[src/rtl/pc_sequencer_if.sv]
// pc_stk_if: command port between the program-counter sequencer and the
// two-level return-address stack.
//   stk_cmd  : stack command (PUSH / POP, anything else holds)
//   stk_data : value to push, always pc+1
//   stk_top  : current top of the stack, pre-edge value
// master = sequencer side, slave = stack side.
interface pc_stk_if #(
    parameter int unsigned PC_WIDTH = 11
);
    logic [1:0]          stk_cmd;
    logic [PC_WIDTH-1:0] stk_data;
    logic [PC_WIDTH-1:0] stk_top;

    modport master (output stk_cmd, output stk_data, input stk_top);
    modport slave  (input stk_cmd, input stk_data, output stk_top);
endinterface

[src/rtl/pc_sequencer.sv]
// pc_sequencer: program-counter sequencer for the PIC16C5x core.
// Owns the PC, decodes the control-flow class of the executing instruction,
// drives the return-stack command port, manages the one-cycle fetch flush
// after taken branches, and tracks stack depth with sticky ovf/unf flags.
// Ports:
//   clk, rst        : clock, synchronous active-high reset
//   en_i            : instruction-cycle strobe
//   op_i            : control-flow class (NEXT/SKIP/GOTO/CALL/RET/PCLW/SLEEP)
//   target_i        : GOTO/CALL literal
//   page_i          : STATUS PA1:PA0, supplies PC[10:9] on branches
//   pcl_data_i      : ALU result written to PCL
//   wake_i          : wake-up request, sampled in SLEEP
//   stk             : stack command port (master)
//   pc_o            : fetch address
//   flush_o         : execute-slot instruction must be treated as NOP
//   depth_o         : valid stack entries 0..2
//   stk_ovf_o/unf_o : sticky overflow / underflow
module pc_sequencer #(
    parameter int unsigned         PC_WIDTH  = 11,
    parameter logic [PC_WIDTH-1:0] RESET_VEC = PC_WIDTH'(11'h7FF)
) (
    input  logic                clk,
    input  logic                rst,
    input  logic                en_i,
    input  logic [2:0]          op_i,
    input  logic [8:0]          target_i,
    input  logic [1:0]          page_i,
    input  logic [7:0]          pcl_data_i,
    input  logic                wake_i,
    pc_stk_if.master            stk,
    output logic [PC_WIDTH-1:0] pc_o,
    output logic                flush_o,
    output logic [1:0]          depth_o,
    output logic                stk_ovf_o,
    output logic                stk_unf_o
);
    // Stack command encodings shared with the stack (define.v values).
    localparam logic [1:0] STK_HOLD = 2'b00;
    localparam logic [1:0] STK_PUSH = 2'b01;
    localparam logic [1:0] STK_POP  = 2'b10;

    localparam logic [2:0] OP_SKIP  = 3'd1;
    localparam logic [2:0] OP_GOTO  = 3'd2;
    localparam logic [2:0] OP_CALL  = 3'd3;
    localparam logic [2:0] OP_RET   = 3'd4;
    localparam logic [2:0] OP_PCLW  = 3'd5;
    localparam logic [2:0] OP_SLEEP = 3'd6;

    localparam logic [1:0] ST_FLUSH = 2'd0;
    localparam logic [1:0] ST_RUN   = 2'd1;
    localparam logic [1:0] ST_SLEEP = 2'd2;

    logic [1:0]          state_q, state_d;
    logic [PC_WIDTH-1:0] pc_q, pc_d;
    logic [1:0]          depth_q, depth_d;
    logic                ovf_q, ovf_d;
    logic                unf_q, unf_d;
    logic [1:0]          cmd;

    logic [PC_WIDTH-1:0] pc_inc;
    logic [10:0]         br_goto, br_call, br_pclw;

    assign pc_inc  = pc_q + PC_WIDTH'(1);
    // Branch targets are 11 bits; any PC bits above 10 are zero-filled.
    assign br_goto = {page_i, target_i};
    assign br_call = {page_i, 1'b0, target_i[7:0]};
    assign br_pclw = {page_i, 1'b0, pcl_data_i};

    always_comb begin
        state_d = state_q;
        pc_d    = pc_q;
        depth_d = depth_q;
        ovf_d   = ovf_q;
        unf_d   = unf_q;
        cmd     = STK_HOLD;
        case (state_q)
            ST_FLUSH: begin
                pc_d    = pc_inc;
                state_d = ST_RUN;
            end
            ST_RUN: begin
                case (op_i)
                    OP_SKIP: begin
                        pc_d    = pc_inc;
                        state_d = ST_FLUSH;
                    end
                    OP_GOTO: begin
                        pc_d    = PC_WIDTH'(br_goto);
                        state_d = ST_FLUSH;
                    end
                    OP_CALL: begin
                        pc_d    = PC_WIDTH'(br_call);
                        cmd     = STK_PUSH;
                        state_d = ST_FLUSH;
                        // A full stack drops its oldest entry; depth saturates.
                        if (depth_q == 2'd2) ovf_d = 1'b1;
                        else                 depth_d = depth_q + 2'd1;
                    end
                    OP_RET: begin
                        pc_d    = stk.stk_top;
                        cmd     = STK_POP;
                        state_d = ST_FLUSH;
                        if (depth_q == 2'd0) unf_d = 1'b1;
                        else                 depth_d = depth_q - 2'd1;
                    end
                    OP_PCLW: begin
                        pc_d    = PC_WIDTH'(br_pclw);
                        state_d = ST_FLUSH;
                    end
                    OP_SLEEP: state_d = ST_SLEEP;
                    default:  pc_d = pc_inc;   // NEXT and the unused code 7
                endcase
            end
            ST_SLEEP: begin
                // Fetch word at pc stays valid, so waking needs no flush.
                if (wake_i) state_d = ST_RUN;
            end
            default: state_d = ST_FLUSH;
        endcase
    end

    always_ff @(posedge clk) begin
        if (rst) begin
            state_q <= ST_FLUSH;
            pc_q    <= RESET_VEC;
            depth_q <= 2'd0;
            ovf_q   <= 1'b0;
            unf_q   <= 1'b0;
        end else if (en_i) begin
            state_q <= state_d;
            pc_q    <= pc_d;
            depth_q <= depth_d;
            ovf_q   <= ovf_d;
            unf_q   <= unf_d;
        end
    end

    // Stack commits on the same edge as pc, so the command is only live
    // when that edge will actually be taken.
    assign stk.stk_cmd  = (en_i && !rst) ? cmd : STK_HOLD;
    assign stk.stk_data = pc_inc;

    assign pc_o      = pc_q;
    assign flush_o   = (state_q != ST_RUN);
    assign depth_o   = depth_q;
    assign stk_ovf_o = ovf_q;
    assign stk_unf_o = unf_q;
endmodule

[src/flat_wrapper.sv]
// flat-port wrapper written by rule: the top's interface ports become plain ports
module pc_sequencer_flat 
#(
    parameter int unsigned         PC_WIDTH  = 11,
    parameter logic [PC_WIDTH-1:0] RESET_VEC = PC_WIDTH'(11'h7FF)
)
  (clk, rst, en_i, op_i, target_i, page_i, pcl_data_i, wake_i, pc_o, flush_o, depth_o, stk_ovf_o, stk_unf_o, stk_stk_cmd, stk_stk_data, stk_stk_top);
  pc_stk_if #(.PC_WIDTH(PC_WIDTH)) stk_i ();
  input  logic clk;
  input  logic rst;
  input  logic en_i;
  input  logic [2:0] op_i;
  input  logic [8:0] target_i;
  input  logic [1:0] page_i;
  input  logic [7:0] pcl_data_i;
  input  logic wake_i;
  output logic [PC_WIDTH-1:0] pc_o;
  output logic flush_o;
  output logic [1:0] depth_o;
  output logic stk_ovf_o;
  output logic stk_unf_o;
  output wire logic [$bits(stk_i.stk_cmd)-1:0] stk_stk_cmd;
  output wire logic [$bits(stk_i.stk_data)-1:0] stk_stk_data;
  input wire logic [$bits(stk_i.stk_top)-1:0] stk_stk_top;
  assign stk_stk_cmd = stk_i.stk_cmd;
  assign stk_stk_data = stk_i.stk_data;
  assign stk_i.stk_top = stk_stk_top;
  pc_sequencer #(.PC_WIDTH(PC_WIDTH), .RESET_VEC(RESET_VEC)) u_core (.clk(clk), .rst(rst), .en_i(en_i), .op_i(op_i), .target_i(target_i), .page_i(page_i), .pcl_data_i(pcl_data_i), .wake_i(wake_i), .stk(stk_i), .pc_o(pc_o), .flush_o(flush_o), .depth_o(depth_o), .stk_ovf_o(stk_ovf_o), .stk_unf_o(stk_unf_o));
endmodule
[config.mk]
export PLATFORM = sky130hd
export DESIGN_NAME = pc_sequencer_flat
export DESIGN_NICKNAME = d
export VERILOG_FILES = /design/src/rtl/pc_sequencer_if.sv /design/src/rtl/pc_sequencer.sv /design/src/flat_wrapper.sv
export SDC_FILE = /design/constraint.sdc
export NUM_CORES = 1
export LEC_CHECK = 0
export ABC_AREA = 1
export BUFFER_PORTS_ARGS = -buffer_cell sky130_fd_sc_hd__buf_2
export CAP_MARGIN = 25
export CORE_UTILIZATION = 43
export CTS_BUF_LIST = sky130_fd_sc_hd__clkbuf_8
export DETAILED_ROUTE_END_ITERATION = 7
export HOLD_SLACK_MARGIN = 0.12
export PLACE_DENSITY = 0.75
export SLEW_MARGIN = 20
export SYNTH_ARGS = -nofsm -noshare
export SYNTH_HDL_FRONTEND = slang
export SYNTH_SLANG_ARGS = --single-unit
[constraint.sdc]
create_clock -name clk -period 1.15 [get_ports clk]
set_input_delay 0.115 -clock clk [delete_from_list [all_inputs] [get_ports clk]]
set_output_delay 0.115 -clock clk [all_outputs]
set_load 0.03 [all_outputs]
# After elaboration in Yosys (flattened, before gate mapping)
# Cells that the tools add are included.
# W data, S select, Z words.
# totals
reg_bits	17
inputBits	37
output_inout_bits	29
elab_cells	46
# op_classes
n_addsub	3
eq_ne	15
mux	11
n_reduce_logical	12
# ops
operator	count
$pmux W11 S5	1
$pmux W11 S2	1
$pmux W2 S2	3
$add A11 B1 Y11 const B	1
$mux W2	5
$eq A3 B3 Y1 const B	3
$ne A2 B2 Y1 const B	4
$reduce_and A4 Y1	2
$eq A3 B2 Y1 const B	2
$pmux W2 S3	1
$reduce_and A3 Y1	2
$reduce_and A5 Y1	1
$reduce_or A5 Y1	1
$eq A2 B2 Y1 const B	2
$logic_not A2 Y1	2
$reduce_bool A2 Y1	2
$eq A3 B1 Y1 const B	1
$ne A3 B3 Y1 const B	1
$add A2 B1 Y2 const B	1
$eq A2 B1 Y1 const B	1
$ne A2 B1 Y1 const B	1
$sub A2 B1 Y2 const B	1
$logic_and A1 B1 Y1	1
$logic_not A1 Y1	1

# Longest topological paths before layout
# logic_depth
word_depth	4
depth_mapped	10
depth_no_buf	9

# Worst setup path after synthesis
# Ideal clock, no wire load.
# synth_path
path_type	flip-flop to flip-flop
startpoint	register u_core.pc_q[0] (netlist: u_core.pc_o[0])
endpoint	register u_core.pc_q[8] (netlist: u_core.pc_o[8])
setup_ns	0.120
arrival_time_ns	1.601
t_required_ns	1.030
setup_slack_ns	-0.571
path_stages_with_launch	9
path_buffers	0
period_less_slack_ns	1.721
path_cell_list	dfxtp_1 > ha_1 > nand2_1 > nor2_1 > nand2_1 > nand2_1 > nand2_1 > nor2_1 > o21ai_1
# synth_between
elab_chain_cells	3
# synth_lines
element	line_no	source
start: declaration	pc_sequencer.sv:54	logic [PC_WIDTH-1:0] pc_q, pc_d;
start signal: assignment	pc_sequencer.sv:131	pc_q <= pc_d;
$add A11 B1 Y11 *	pc_sequencer.sv:63	assign pc_inc = pc_q + PC_WIDTH'(1);
named net stk_stk_data[8]	flat_wrapper.sv:23	output wire logic [$bits(stk_i.stk_data)-1:0] stk_stk_data;
$pmux W11 S5	pc_sequencer.sv:82	case (op_i)
$pmux W11 S2 *	pc_sequencer.sv:76	case (state_q)
# The timed path passes the listed nets; every way through them passes the cells marked *.
# A chain may end at the register's enable or synchronous reset.

# Worst setup path after layout
# layout_path
startpoint	register u_core.pc_q[0] (netlist: u_core.pc_o[0])
endpoint	output port stk_stk_data[10]
# layout_between
elab_chain_cells	1
# layout_lines
element	line_no
$add A11 B1 Y11	pc_sequencer.sv:63
end: declaration	flat_wrapper.sv:23
# Every way passes these cells.

==> results.py <==
metrics = {
    "clocking": {
        "clkSinkCount": 17,
        "htreeDepth": 1,
        "cts_tree": "done",
        "cts_inserted_buffers": 3,
        "clkLatencyLatePin_ns": 0.27,
        "cts_buffer_depth": 2,
        "root_buffer": "clkbuf_8",
        "clk_pin_slew_ns": 0.09,
        "ctsHoldBuffers": 0,
    },
    "floorplan": {
        "ios": 66,
        "core_area_um2": 3050,
        "start_util_pct": 45.6,
        "dieWidth_um": 58.9,
        "core.rowCount": 20,
        "dieHeight_um": 58.9,
        "die-area_um2": 3470,
    },
    "grt": {
        "first_global_vias": 1899,
        "grt_pass1_wl_um": 8700,
        "track_usage_pct": 33.6,
        "grt_max_degree": 12,
        "antenna_found_initial": 0,
        "grt_overflow_total": 0,
    },
    "timing": {
        "whs_ns": 0.153,
        "fin_worst_skew_ns": 0.00435,
        "min_period_ns": 1.63,
        "setup_viol": 29,
        "hold_viol_final": 0,
        "grt_setup_unrepaired": "true",
        "drv_slew": 0,
        "setup_ws_ns": -0.477,
        "finalCritPeriodShare_pct": 141,
        "clock.fmax_mhz": 615,
        "tightest_slew_ns": 0.312,
        "max_slew_margin_pct": 79.2,
    },
    "yosys": {
        "yosysWarnings": 0,
        "syn_area_per_cell_um2": 6.10,
        "synthCells": 228,
        "ys_ff_latch": 17,
        "syn_nets": 266,
        "yosysUniqueCellTypes": 28,
        "netlist_area_um2": 1390,
        "ys_seq_area_share_pct": 24.5,
    },
    "critical_path": {
        "path_class": "flop to output pin",
        "path_max_fanout": 4,
        "cp-start-kind": "flop",
        "arrival_ns": 1.51,
        "r2r_slack_ns": -0.35,
        "end_kind": "output pin",
        "required_ns": 1.03,
    },
    "outcome": {
        "outcome": "complete, but fails checks",
        "violations": "negative setup slack",
    },
    "power": {
        "leakage_nw": 1.29,
        "power_density_nw_per_um2": 1260,
        "ir_drop_uv": 707,
        "finalPower_mw": 3.33,
    },
    "detailed_routing": {
        "drt_iter0_drc": 216,
        "vias_per_cell": 5.52,
        "wl_per_cell_um": 17.2,
        "ant_nets": 0,
        "drc_errors": 0,
        "via_count": 2137,
        "totalWireLength_um": 6640,
        "first_pass_iters": 5,
    },
    "layout": {
        "mostFrequentLayoutCells": "60 x nand2_1, 50 x buf_2, 37 x buf_4",
        "diodes": 0,
        "syn_to_final_growth_pct": 90.6,
        "finalNonFillerCells": 387,
        "layout_commonest_cell": "nand2_1",
        "design_area_um2": 2650,
        "nets": 382,
        "drive_gt1_share_pct": 58.9,
    },
    "place": {
        "place_congestion": 0.800,
        "dpl.cell_count": 358,
        "preCtsSetupSlack_ns": -0.149,
        "dp_hpwl_um": 3200,
        "place_area_um2": 2080,
        "port_buffers": 65,
    },
    "min_path": {
        "hold_class": "input pin to flop",
    },
    "flow_run": {
        "drv_cap": 0,
    },
}
[path summary, 6_finish.rpt]
check,startpoint,to,cells after the start
worst max-delay path,u_core.pc_o[0],stk_stk_data[10],8
worst min-delay path,target_i[2],u_core.pc_o[2],5
worst max register to register,u_core.pc_o[0],u_core.pc_o[10],10
worst min register to register,u_core.stk_unf_o,u_core.stk_unf_o,2
[critical path, cell delays in order, from the launching register on]
cell     delay, ns
dfxtp_4       0.40
ha_4          0.17
nand2_4       0.07
nor2_4        0.17
nand3_2       0.10
nand2_2       0.07
nand2_2       0.06
inv_2         0.06
buf_6         0.12
[what timing repair did]
action / in CTS / in global routing
setup buffers: 17 / 9
endpoints found under the setup margin: 23 / 30
cloned: 2 / 0
pin swaps: 28 / 29
hold endpoints to repair: 0 / 0
gates resized for setup: 60 / 23
[sequential cells by signal (all words and copies together) (netlist names)]
name,count
u_core.state_q,2
u_core.depth_o,2
u_core.pc_o,11
u_core.stk_ovf_o,1
u_core.stk_unf_o,1
[stage by stage]
stage          utilization, %  setup TNS (ns)
5_1_grt                  86.9           -7.57
3_5_place_dp             68.2           -1.02
4_1_cts                  82.0           -3.92
2_1_floorplan               -           -1.28
3_3_place_gp             68.2          -0.684
6_report                 86.9           -6.42
[cell usage after synthesis (all sizes together)]
cell type / number / share of area, %
or2: 1 / 0.45
xnor2: 2 / 1.3
buf: 3 / 2.2
dfxtp: 17 / 24
nand2: 87 / 27
nand3: 27 / 12
xor2: 1 / 0.63
inv: 24 / 6.7
nand4: 9 / 4.0
a21oi: 19 / 7.9
ha: 1 / 0.90
nor3: 1 / 0.36
o21ai: 5 / 1.8
a21boi: 2 / 1.1
nor2: 25 / 8.0
clkbuf: 1 / 0.27
nand3b: 3 / 1.6
[layout make-up]
class / instances / area (um2)
clock buffer: 3 / 41.3
clock inverter: 1 / 3.75
fill: 166 / 400
inverter: 24 / 106
multi-input combinational: 184 / 1240
sequential: 17 / 365
tap: 44 / 55.1
timing repair buffer: 114 / 841
[metal layers]
layer / up-vias / share of wire [%] / global-route usage [%]
met2: 148 / 49 / 57.1
met5: - / 0 / 0
li1: 970 / - / -
met1: 970 / 37 / 37.9
met3: 49 / 7.6 / 8.35
met4: 0 / 5.8 / 19.4
[logic make-up after synthesis]
kind of cell,synth area share [%]
AO/OA/AOI/OAI,10.8
XOR/XNOR,1.89
buffers and inverters,9.08
AND/OR/NAND/NOR,52.9
adder cells (fa/ha/maj),0.899
flip-flops,24.5
[power breakdown]
| group | switching [mW] | leakage, nW | internal (mW) |
|---|---|---|---|
| sequential | 0.0738 | 0.141 | 0.652 |
| clock | 0.280 | 0.0269 | 0.240 |
| combinational | 1.19 | 1.13 | 0.893 |
| total | 1.55 | 1.29 | 1.79 |
Power figures use the tool's default switching activity.
